**src/rtl/frame_ram_arb.sv**
```systemverilog
// Write-port arbiter, clear engine and scan-out read sequencer in front of the frame RAM.
// Writers A/B share the RAM write port round-robin; the clear engine pre-empts both.
module frame_ram_arb #(
  parameter int unsigned DW    = 64,
  parameter int unsigned WORDS = 48,
  localparam int unsigned ADDRW = $clog2(WORDS)
) (
  input  logic             clk,
  input  logic             rst_n,
  input  logic             a_valid_i,
  output logic             a_ready_o,
  input  logic [ADDRW-1:0] a_addr_i,
  input  logic [DW-1:0]    a_data_i,
  input  logic             b_valid_i,
  output logic             b_ready_o,
  input  logic [ADDRW-1:0] b_addr_i,
  input  logic [DW-1:0]    b_data_i,
  input  logic             clr_start_i,
  input  logic [DW-1:0]    clr_value_i,
  output logic             clr_busy_o,
  output logic             clr_done_o,
  input  logic             rd_req_i,
  input  logic [ADDRW-1:0] rd_addr_i,
  output logic             rd_valid_o,
  output logic [DW-1:0]    rd_data_o,
  output logic [ADDRW-1:0] ram_rd_addr_o,
  input  logic [DW-1:0]    ram_rd_data_i,
  output logic             ram_wr_en_o,
  output logic [ADDRW-1:0] ram_wr_addr_o,
  output logic [DW-1:0]    ram_wr_data_o,
  output logic             oob_err_o
);

  localparam logic [ADDRW-1:0] LastAddr = ADDRW'(WORDS - 1);
  localparam logic [ADDRW:0]   WordsW   = (ADDRW + 1)'(WORDS);

  typedef enum logic [0:0] {StIdle, StClear} state_e;

  state_e           r_state;
  logic [ADDRW-1:0] r_cnt;
  logic [DW-1:0]    r_clr_val;
  logic             r_busy;
  logic             r_done;
  logic             r_last_a;  // 1: A won the previous grant, so B wins the next tie
  logic             r_wr_en;
  logic [ADDRW-1:0] r_wr_addr;
  logic [DW-1:0]    r_wr_data;
  logic             r_rd_valid;
  logic             r_rd_oob;
  logic             r_oob;

  logic             w_idle;
  logic             w_grant_a;
  logic             w_grant_b;
  logic             w_wr_req;
  logic [ADDRW-1:0] w_wr_addr;
  logic [DW-1:0]    w_wr_data;
  logic             w_wr_oob;
  logic             w_rd_oob;

  always_comb begin
    w_idle    = (r_state == StIdle);
    w_grant_a = w_idle & a_valid_i & (~b_valid_i | ~r_last_a);
    w_grant_b = w_idle & b_valid_i & (~a_valid_i | r_last_a);
    w_wr_req  = w_grant_a | w_grant_b;
    w_wr_addr = w_grant_a ? a_addr_i : b_addr_i;
    w_wr_data = w_grant_a ? a_data_i : b_data_i;
    w_wr_oob  = w_wr_req & ({1'b0, w_wr_addr} >= WordsW);
    w_rd_oob  = rd_req_i & ({1'b0, rd_addr_i} >= WordsW);
  end

  always_ff @(posedge clk or negedge rst_n) begin
    if (!rst_n) begin
      r_state    <= StIdle;
      r_cnt      <= '0;
      r_clr_val  <= '0;
      r_busy     <= 1'b0;
      r_done     <= 1'b0;
      r_last_a   <= 1'b0;
      r_wr_en    <= 1'b0;
      r_wr_addr  <= '0;
      r_wr_data  <= '0;
      r_rd_valid <= 1'b0;
      r_rd_oob   <= 1'b0;
      r_oob      <= 1'b0;
    end else begin
      r_done     <= 1'b0;
      r_rd_valid <= rd_req_i;
      r_rd_oob   <= w_rd_oob;
      r_oob      <= w_wr_oob | w_rd_oob;
      if (w_wr_req) r_last_a <= w_grant_a;
      unique case (r_state)
        StIdle: begin
          // Out-of-range beats are consumed but never reach the RAM
          r_wr_en <= w_wr_req & ~w_wr_oob;
          if (w_wr_req && !w_wr_oob) begin
            r_wr_addr <= w_wr_addr;
            r_wr_data <= w_wr_data;
          end
          if (clr_start_i) begin
            r_clr_val <= clr_value_i;
            r_cnt     <= '0;
            r_busy    <= 1'b1;
            r_state   <= StClear;
          end
        end
        StClear: begin
          r_wr_en   <= 1'b1;
          r_wr_addr <= r_cnt;
          r_wr_data <= r_clr_val;
          r_cnt     <= r_cnt + ADDRW'(1);
          if (r_cnt == LastAddr) begin
            r_busy  <= 1'b0;
            r_done  <= 1'b1;
            r_state <= StIdle;
          end
        end
        default: r_state <= StIdle;
      endcase
    end
  end

  assign a_ready_o     = w_grant_a;
  assign b_ready_o     = w_grant_b;
  assign clr_busy_o    = r_busy;
  assign clr_done_o    = r_done;
  assign ram_rd_addr_o = rd_addr_i;
  assign rd_valid_o    = r_rd_valid;
  assign rd_data_o     = (r_rd_valid && !r_rd_oob) ? ram_rd_data_i : '0;
  assign ram_wr_en_o   = r_wr_en;
  assign ram_wr_addr_o = r_wr_addr;
  assign ram_wr_data_o = r_wr_data;
  assign oob_err_o     = r_oob;

endmodule

```
**config.mk**
```make
export PLATFORM = sky130hd
export DESIGN_NAME = frame_ram_arb
export DESIGN_NICKNAME = d
export VERILOG_FILES = /design/src/rtl/frame_ram_arb.sv
export SDC_FILE = /design/constraint.sdc
export NUM_CORES = 1
export LEC_CHECK = 0
export BUFFER_PORTS_ARGS = -buffer_cell sky130_fd_sc_hd__buf_2
export CAP_MARGIN = 20
export CELL_PAD_IN_SITES_DETAIL_PLACEMENT = 1
export CELL_PAD_IN_SITES_GLOBAL_PLACEMENT = 1
export CORE_ASPECT_RATIO = 0.75
export CORE_MARGIN = 2
export CORE_UTILIZATION = 29
export DETAILED_ROUTE_END_ITERATION = 7
export PLACE_DENSITY = 0.81
export SYNTH_ARGS = -nofsm -noshare
export SYNTH_HDL_FRONTEND = slang
export SYNTH_SLANG_ARGS = --single-unit
```
**constraint.sdc**
```tcl
create_clock -name clk -period 1.9 [get_ports clk]
set_clock_uncertainty 0.15 [all_clocks]
set_input_delay 0.285 -clock clk [delete_from_list [all_inputs] [get_ports clk]]
set_output_delay 0.285 -clock clk [all_outputs]
set_load 0.05 [all_outputs]
```
==> results of run 1 <==
## worst min-delay path, cell delays in order
cell	delay, ns
buf_2	0.07
mux2i_1	0.06
mux2i_1	0.13
## final cells by class
cell class	count	area (um^2)
well taps	338	423
multi-input cells	527	3610
flip-flops and latches	148	3710
clock inverters	14	135
fillers	2852	12600
diodes	7	17.5
clock buffers	18	429
inverters	4	15.0
repair buffers	550	4150
## where the power goes
group	internal (W)	leakage, nW	switching [W]
clock	0.00175	0.278	0.00155
sequential	0.00457	1.84	0.000930
combinational	0.00238	4.83	0.00499
total	0.00870	6.94	0.00747
## metrics by stage
step           std cells  hold slack (ns)  util [%]  setup slack [ns]  TNS [ns]
2_1_floorplan        733           -0.161         -           -0.0319   -0.0319
3_5_place_dp        1474            0.104      42.3           -0.0674    -0.113
3_3_place_gp        1474           0.0995      42.3            0.0876         0
5_1_grt             1600          0.00686      49.7            -0.164     -7.04
4_1_cts             1588          0.00148      48.9            -0.104     -4.20
6_report            1606           0.0171      49.8            -0.103     -3.20
## timing repair
| action | in CTS | in global routing |
|---|---|---|
| hold buffers | 78 | 0 |
| hold endpoints to repair | 111 | 0 |
| setup endpoints to repair | 68 | 144 |
| buffers inserted | 4 | 8 |
| pin swaps | 2 | 2 |
| cloned | 0 | 3 |
| resized for setup | 90 | 22 |
## worst min-delay path by stage
| stage | slack, ns | from | end |
|---|---|---|---|
| finish | 0.02 | a_data_i[34] | ram_wr_data_o[34] |
| global route | 0.007 | clr_start_i | r_cnt[1] |
| CTS | 0.001 | b_data_i[28] | ram_wr_data_o[28] |
| detailed placement | 0.10 | rst_n | r_clr_val[60] |
| global placement | 0.1 | rst_n | r_clr_val[25] |
| floorplan | -0.16 | rst_n | clr_busy_o |
## per-layer routing
layer / share of wire, % / track usage, % / vias up
met1: 37 / 28.7 / 3890
met4: 3.1 / 9.09 / 2
met2: 53 / 49.4 / 379
li1: - / - / 3496
met5: 0.030 / 0 / -
met3: 6.4 / 6.14 / 71
## cells in the mapped netlist (4+ instances only)
cell type / count
nand2b_1: 4
mux2i_1: 170
a21oi_1: 14
inv_1: 4
o21ai_0: 5
buf_2: 5
clkbuf_1: 36
nand2_1: 200
nor2b_1: 5
buf_4: 7
dfrtp_1: 148
and2_1: 65
a221o_1: 13
nor2_1: 4
buf_6: 4
nand3_1: 28
## state kept, by name, summed over array words and instances, names as in the netlist
name	count
r_last_a	1
ram_wr_data_o	64
ram_wr_addr_o	6
r_clr_val	64
clr_done_o	1
r_cnt	6
rd_valid_o	1
oob_err_o	1
r_state	1
ram_wr_en_o	1
r_rd_oob	1
clr_busy_o	1
## logic make-up after synthesis
| family | after synthesis |
|---|---|
| compound gates | 40 |
| flops | 148 |
| simple gates | 312 |
| buf+inv | 59 |
| mux | 171 |
| xor+xnor | 2 |
| fa+ha+maj | 1 |
## placed cells by master (no fill, tap or decap), types with 4 or more instances in the layout
cell type and n:
diode_2 7, clkbuf_16 19, mux2i_1 167, buf_4 46, and2_2 60, a21oi_1 14
dfrtp_1 146, o21ai_0 5, inv_8 4, nand2_1 198, buf_8 22, a221o_1 13
nand3_1 28, buf_12 36, inv_6 7, and2_1 4, buf_6 15, dlygate4sd3_1 78
buf_2 351
==> impl_metrics.yaml, run 1 <==
run:
  drv_cap: 0
synthesis:
  synth-seq-area-share_pct: 49.8
  synth_fa_ha_area_share_pct: 0.168
  synth_area_leaders: "dfrtp_1 (50%), mux2i_1 (23%), nand2_1 (10%), and2_1 (5.5%), nand3_1 (1.9%)"
  synthArstFlopShare_pct: 100
  netlist_area_mm2: 0.00743
  synth_mux_area_share_pct: 23.1
  syn_nets: 1014
  netlist-cell-type-count: 33
  synth-simple-area-share_pct: 18.9
  ys_seq_elements: 148
  synth_top_family_by_area: "multiplexers"
  syn_area_per_cell_um2: 10.1
  synth_edf_count: 0
  yosys_warnings: 0
  yosys.area.top_type: "dfrtp_1"
  synth.top_cell.area_share_pct: 49.8
  synth_xor_xnor_area_share_pct: 0.236
  synth_cells: 733
  synth_ff_type: "dfrtp_1"
  synth-compound-area-share_pct: 3.90
clock_tree:
  insertion_delay_ns: 0.43
  clkSinkCount: 148
  clockBufferDepth: 2
  cts.clk_slew.worst_paths_ns: 0.08
  cts_root_buffer: "clkbuf_16"
  cts_buffers: 17
  tritoncts: "yes"
  htreeDepth: 4
detailed_routing:
  ant_nets: 0
  wirelength_um: 36100
  drc_errors: 0
  drt-initial-drc-count: 274
  wl_per_cell_um: 22.5
  firstDrtPassIters: 4
  vias_per_cell: 4.88
  vias: 7838
critical_path:
  r2r-end: "ram_wr_data_o[47]"
  arrival_ns: 1.57
  cp-end-kind: "output pin"
  path_depth: 4
  worstReg2RegStart: "r_last_a"
  worstSetupStartpoint: "r_rd_oob"
  max_stage_delay_ns: 0.40
  worstPathRequired_ns: 1.46
  cp_max_fo: 46
  critPathBufInv: 2
  critPathTopFamily: "flip-flops"
  reg2reg_slack_ns: 0.07
  crit_slowest_cell: "dfrtp_1"
  critPathMostFrequentCell: "buf_12"
  rr_worst_depth: 7
  crit_path_end: "rd_data_o[45]"
  cp-start-kind: "register"
  worstSetupPathType: "register to output pin"
  crit_chain: "nor2b_4, buf_12, and2_2, buf_12"
outcome:
  outcome: "complete, but fails checks"
  violations: "setup timing"
global_routing:
  grt_pass1_wl_um: 52600
  overflow: 0
  antenna_found_initial: 6
  grt_use_total_pct: 26.1
  grt_max_degree: 49
  grt_pass1_vias: 8714
sta:
  finalSetupViolCount: 64
  grt_setup_unrepaired: "true"
  finalHoldViolations: 0
  period_minus_slack_ns: 2.00
  worst_pin_slew_ns: 0.465
  max_slew_margin_pct: 69.0
  fmax_mhz: 499
  fin_crit_sh_pct: 105
  drv_slew: 0
  layout_setup_ws_ns: -0.103
min_path:
  hold_depth: 3
  hold_path_class: "primary input to register"
floorplanning:
  start_util_pct: 29.6
  core_mm2: 0.0251
  die_w_um: 189
  ios: 427
  rows: 50
  design.die.area_mm2: 0.0269
  die_height_um: 143
place:
  place_area_mm2: 0.0106
  detailed_place_hpwl_um: 25200
  port_buffers: 418
  gp_congestion: 0.911
power_and_ir_drop:
  power_w: 0.0162
  cellPowerDensity_mw_per_mm2: 1290
  p_leak_nw: 6.94
  max-vdd-ir-drop_v: 0.000816
finish:
  fin_area_mm2: 0.0125
  final_nets: 1529
  drive_gt1_share_pct: 46.2
  area_growth_syn_to_layout_pct: 68.0
No activity file was read; power rests on OpenSTA's default activity.
==> run 2, diff against run 1 <==
--- a/config.mk
+++ b/config.mk
@@ -5,13 +5,14 @@
 export SDC_FILE = /design/constraint.sdc
 export NUM_CORES = 1
 export LEC_CHECK = 0
+export ABC_AREA = 1
 export BUFFER_PORTS_ARGS = -buffer_cell sky130_fd_sc_hd__buf_2
 export CAP_MARGIN = 20
 export CELL_PAD_IN_SITES_DETAIL_PLACEMENT = 1
 export CELL_PAD_IN_SITES_GLOBAL_PLACEMENT = 1
 export CORE_ASPECT_RATIO = 0.75
 export CORE_MARGIN = 2
-export CORE_UTILIZATION = 29
+export CORE_UTILIZATION = 27
 export DETAILED_ROUTE_END_ITERATION = 7
 export PLACE_DENSITY = 0.81
 export SYNTH_ARGS = -nofsm -noshare
==> impl_metrics.yaml, run 2 <==
place:
  port_buffers: 418
  gp_congestion: 0.897
  place_area_mm2: 0.0107
  placed_cells: 1950
  detailed_place_hpwl_um: 25000
  place_ws_ns: 0.0144
power_and_ir_drop:
  p_leak_nw: 7.44
  cellPowerDensity_mw_per_mm2: 1310
  max-vdd-ir-drop_v: 0.000802
synthesis:
  synth_edf_count: 0
  syn_nets: 1470
  ys_seq_elements: 148
  netlist_area_mm2: 0.00798
  synth_area_leaders: "dfrtp_1 (46%), nand2_1 (31%), nand3_1 (5.3%), inv_1 (4.0%), nor2_1 (3.3%)"
  synth-seq-area-share_pct: 46.4
  yosysMostFrequentCell: "nand2_1"
  netlist-cell-type-count: 26
  synthArstFlopShare_pct: 100
  synth_cells: 1189
  synth_ff_type: "dfrtp_1"
  yosys_warnings: 0
  yosys.area.top_type: "dfrtp_1"
  synth.top_cell.area_share_pct: 46.4
  netlist_top_cells_count: "nand2_1 (670), dfrtp_1 (148), inv_1 (86)"
  syn_area_per_cell_um2: 6.71
global_routing:
  grt_max_degree: 84
  overflow: 0
  busiest_layer: "met2"
  grt_use_total_pct: 23.2
  grt_pass1_wl_um: 56300
  antenna_found_initial: 4
  use_met1_pct: 27.8
  gr-usage-met2_pct: 42.0
  grt_pass1_vias: 10100
  use_met3_pct: 4.67
clock_tree:
  insertion_delay_ns: 0.43
  tritoncts: "yes"
  clockBufferDepth: 2
  htreeDepth: 4
  cts_buffers: 17
  cts_root_buffer: "clkbuf_16"
  clkSinkCount: 148
  cts.clk_slew.worst_paths_ns: 0.07
sta:
  layout_setup_ws_ns: -0.172
  hold_ws_ns: 0.0148
  finalSetupViolCount: 56
  period_minus_slack_ns: 2.07
  drv_slew: 0
  worst_pin_slew_ns: 0.448
  finalHoldViolations: 0
  grt_setup_unrepaired: "true"
  fin_crit_sh_pct: 109
  max_slew_margin_pct: 70.1
  fmax_mhz: 483
detailed_routing:
  ant_nets: 0
  drc_errors: 0
  vias_per_cell: 4.66
  vias: 9700
  wirelength_um: 39300
  wl_per_cell_um: 18.9
  firstDrtPassIters: 4
  drt-initial-drc-count: 423
floorplanning:
  start_util_pct: 27.4
  die_height_um: 153
  design.die.area_mm2: 0.0310
  ios: 427
  rows: 54
  die_w_um: 203
  core_mm2: 0.0291
run:
  drv_cap: 0
finish:
  fin_area_mm2: 0.0131
  drive_gt1_share_pct: 35.1
  layout_common_cells: "nand2_1 (665), buf_2 (351), dfrtp_1 (146)"
  utilization_pct: 45.1
  final_nets: 1954
  final_common_cell: "nand2_1"
  area_growth_syn_to_layout_pct: 64.4
  final_cells: 2082
critical_path:
  worstPathRequired_ns: 1.46
  arrival_ns: 1.64
  cp-end-kind: "output pin"
  cp-start-kind: "register"
  cp_max_fo: 11
  reg2reg_slack_ns: 0.08
  worstSetupPathType: "register to output pin"
min_path:
  hold_path_class: "primary input to register"
outcome:
  violations: "setup timing"
  outcome: "complete, but fails checks"
run 2: cell count changes after synthesis, sizes merged, moves of 4 or more:
cell / previous run / this run
nor2: 4 / 70
nand2: 200 / 673
o21ai: 5 / 23
o211ai: 1 / 11
mux2i: 170 / 0
nand3: 28 / 86
and2: 65 / 0
inv: 4 / 88
nand2b: 4 / 0
nor2b: 5 / 0
buf: 18 / 43
a21oi: 14 / 3
a221o: 13 / 0
run 2: final cells by class:
cell class | instances | area, um^2
Antenna cell | 4 | 10.0
Clock buffer | 18 | 429
Sequential cell | 148 | 3710
Tap cell | 392 | 490
Multi-Input combinational cell | 876 | 3890
Clock inverter | 14 | 140
Timing Repair Buffer | 542 | 4110
Fill cell | 3685 | 16000
Inverter | 88 | 343
run 2: worst paths after layout:
| path | start | endpoint | depth (start not counted) |
|---|---|---|---|
| hold / removal | clr_value_i[55] | r_clr_val[55] | 3 |
| max in group asynchronous | rst_n | rd_valid_o | 3 |
| setup reg to reg | r_state | ram_wr_data_o[59] | 10 |
| min in group asynchronous | rst_n | r_clr_val[29] | 2 |
| setup / recovery | r_rd_oob | rd_data_o[37] | 5 |
| hold reg to reg | r_clr_val[13] | r_clr_val[13] | 2 |
run 2: cell families (layout without fill, tap and decap cells):
family	after synthesis	count (layout)	synth area share, %
compound gates	40	40	2.95
fa+ha+maj	1	1	0.157
buf+inv	167	662	9.51
flops	148	148	46.4
other cells	0	4	0
simple gates	833	835	41.0
run 2: metal layers:
layer  share of wire [%]  vias up  wire length, um
li1                    -     4562                -
met1                  42     4734            16600
met2                  50      342            19600
met3                 5.1       62             2020
met4                 2.5        0              989
met5                   0        -                0
run 2: power breakdown:
group / leakage, nW / internal, W / total, W / switching (W)
registers: 1.83 / 0.00455 / 0.00537 / 0.000816
logic: 5.34 / 0.00261 / 0.00848 / 0.00587
clock network: 0.269 / 0.00185 / 0.00336 / 0.00152
total: 7.44 / 0.00900 / 0.0172 / 0.00821
run 2: repair_timing:
| item | in CTS | in global routing |
|---|---|---|
| cloned | 1 | 17 |
| hold buffers | 65 | 0 |
| endpoints found under the setup margin | 59 | 135 |
| pin swaps | 3 | 7 |
| hold endpoints to repair | 125 | 0 |
| setup buffers | 4 | 10 |
| resized for setup | 139 | 55 |
run 2: metrics by stage:
| step | TNS (ns) | total power (W) |
|---|---|---|
| 2_1_floorplan | -3.02 | 0.0109 |
| 3_3_place_gp | 0 | 0.0128 |
| 3_5_place_dp | 0 | 0.0131 |
| 4_1_cts | -1.84 | 0.0168 |
| 5_1_grt | -6.04 | 0.0183 |
| 6_report | -2.13 | 0.0172 |
run 2: worst max-delay path: stages, from the launching register on:
cell	delay, ns
dfrtp_1	0.40
inv_4	0.11
nand2_8	0.10
buf_16	0.18
nor2_2	0.20
buf_6	0.22
==> run 3, diff against run 2 <==
--- a/config.mk
+++ b/config.mk
@@ -8,7 +8,7 @@
 export ABC_AREA = 1
 export BUFFER_PORTS_ARGS = -buffer_cell sky130_fd_sc_hd__buf_2
 export CAP_MARGIN = 20
-export CELL_PAD_IN_SITES_DETAIL_PLACEMENT = 1
+export CELL_PAD_IN_SITES_DETAIL_PLACEMENT = 0
 export CELL_PAD_IN_SITES_GLOBAL_PLACEMENT = 1
 export CORE_ASPECT_RATIO = 0.75
 export CORE_MARGIN = 2
==> impl_metrics.yaml, run 3 (synthesis results as in run 2) <==
sta:
  worst_pin_slew_ns: 0.439
  finalHoldViolations: 0
  fin_crit_sh_pct: 102
  max_slew_margin_pct: 70.7
  period_minus_slack_ns: 1.94
  fmax_mhz: 514
  grt_setup_unrepaired: "true"
  finalSetupViolCount: 51
  layout_setup_ws_ns: -0.0447
  drv_slew: 0
  hold_ws_ns: 0.0585
detailed_routing:
  firstDrtPassIters: 5
  wl_met3_um: 1780
  wl_met1_um: 15100
  ant_nets: 0
  vias_per_cell: 4.39
  wl_per_cell_um: 16.2
  top_layer: "met4"
  vias: 9106
  wl_met2_um: 16100
  drt-initial-drc-count: 472
  drc_errors: 0
  wirelength_um: 33600
power_and_ir_drop:
  cellPowerDensity_mw_per_mm2: 1290
  max-vdd-ir-drop_v: 0.000594
  p_leak_nw: 7.41
clock_tree:
  cts_root_buffer: "clkbuf_16"
  tritoncts: "yes"
  htreeDepth: 4
  clockBufferDepth: 2
  cts_buffers: 17
  insertion_delay_ns: 0.42
  clkSinkCount: 148
  cts.clk_slew.worst_paths_ns: 0.06
critical_path:
  arrival_ns: 1.51
  worstSetupPathType: "register to output pin"
  crit_chain: "inv_2, nand2_8, buf_16, nor2_4, buf_6"
  max_stage_delay_ns: 0.37
  worstReg2RegStart: "r_state"
  r2r-end: "ram_wr_data_o[41]"
  worstPathRequired_ns: 1.46
  critPathTopFamily: "buffers and inverters"
  rr_worst_depth: 10
  cp-start-kind: "register"
  cp-end-kind: "output pin"
  cp_max_fo: 11
  reg2reg_slack_ns: 0.07
  crit_slowest_cell: "dfrtp_1"
  worstSetupStartpoint: "r_rd_oob"
  critPathBufInv: 3
floorplanning:
  core_mm2: 0.0291
  die_w_um: 203
  start_util_pct: 27.4
  rows: 54
  design.die.area_mm2: 0.0310
  ios: 427
  die_height_um: 153
global_routing:
  overflow: 0
  antenna_found_initial: 0
  grt_pass1_vias: 8871
  grt_use_total_pct: 20.3
  grt_pass1_wl_um: 49200
  grt_max_degree: 84
outcome:
  violations: "setup timing"
  outcome: "complete, but fails checks"
min_path:
  hold_path_class: "primary input to register"
  worstHoldStart: "a_data_i[56]"
  hold-path-endpoint: "ram_wr_data_o[56]"
  hold_depth: 5
finish:
  fin_area_mm2: 0.0131
  final_common_cell: "nand2_1"
  final_nets: 1948
  area_growth_syn_to_layout_pct: 64.5
  layout_common_cells: "nand2_1 (665), buf_2 (352), dfrtp_1 (146)"
  antennaDiodeCount: 0
  drive_gt1_share_pct: 34.7
  final_cells: 2072
place:
  placed_cells: 1950
  place_ws_ns: 0.0946
  detailed_place_hpwl_um: 22800
  port_buffers: 418
  place_area_mm2: 0.0107
  gp_congestion: 0.897
run:
  drv_cap: 0
[run 3: how the worst max path moves through the flow]
stage,end,slack (ns),depth (start not counted)
5_1_grt,rd_data_o[26],-0.11,5
2_1_floorplan,rd_data_o[10],-0.06,3
4_1_cts,rd_data_o[37],-0.07,5
6_report,rd_data_o[23],-0.04,5
3_5_place_dp,ram_wr_data_o[28],0.09,11
3_3_place_gp,r_clr_val[4],0.12,7
[run 3: per-stage QoR]
step	total power (W)	TNS [ns]	utilization, %
CTS	0.0168	-2.41	43.5
global route	0.0181	-4.53	45.1
global placement	0.0128	0	36.9
detailed placement	0.0129	0	36.9
floorplan	0.0109	-3.02	-
finish	0.0170	-0.909	45.1
[run 3: power breakdown]
| part | switching, W | total (W) | internal [W] |
|---|---|---|---|
| sequential | 0.000785 | 0.00534 | 0.00455 |
| combinational | 0.00565 | 0.00822 | 0.00257 |
| clock | 0.00145 | 0.00344 | 0.00199 |
| total | 0.00789 | 0.0170 | 0.00911 |
[run 3: cell type report]
cell class	count	area, um^2
Sequential cell	148	3710
Multi-Input combinational cell	876	3960
Inverter	88	338
Clock buffer	19	443
Fill cell	3006	16000
Tap cell	392	490
Clock inverter	13	149
Timing Repair Buffer	536	4050
[run 3: per-layer routing]
layer	track usage (%)	vias to the layer above
met1	26.6	4226
met2	34.6	312
met3	3.80	29
li1	-	4539
met5	0	-
met4	4.69	0
[run 3: worst min-delay path, cell delays in order]
cell and delay [ns]:
buf_2 0.08, nand2_1 0.04, o211ai_1 0.08, nand2_1 0.06, nand2_1 0.05
[run 3: timing repair]
item                                   in CTS  in global routing
endpoints found under the hold margin     129                  0
gates cloned                                5                 10
buffers inserted                            3                  5
resized for setup                         156                 49
hold buffers                               67                  0
setup endpoints to repair                  58                119
pin swaps                                   2                  2
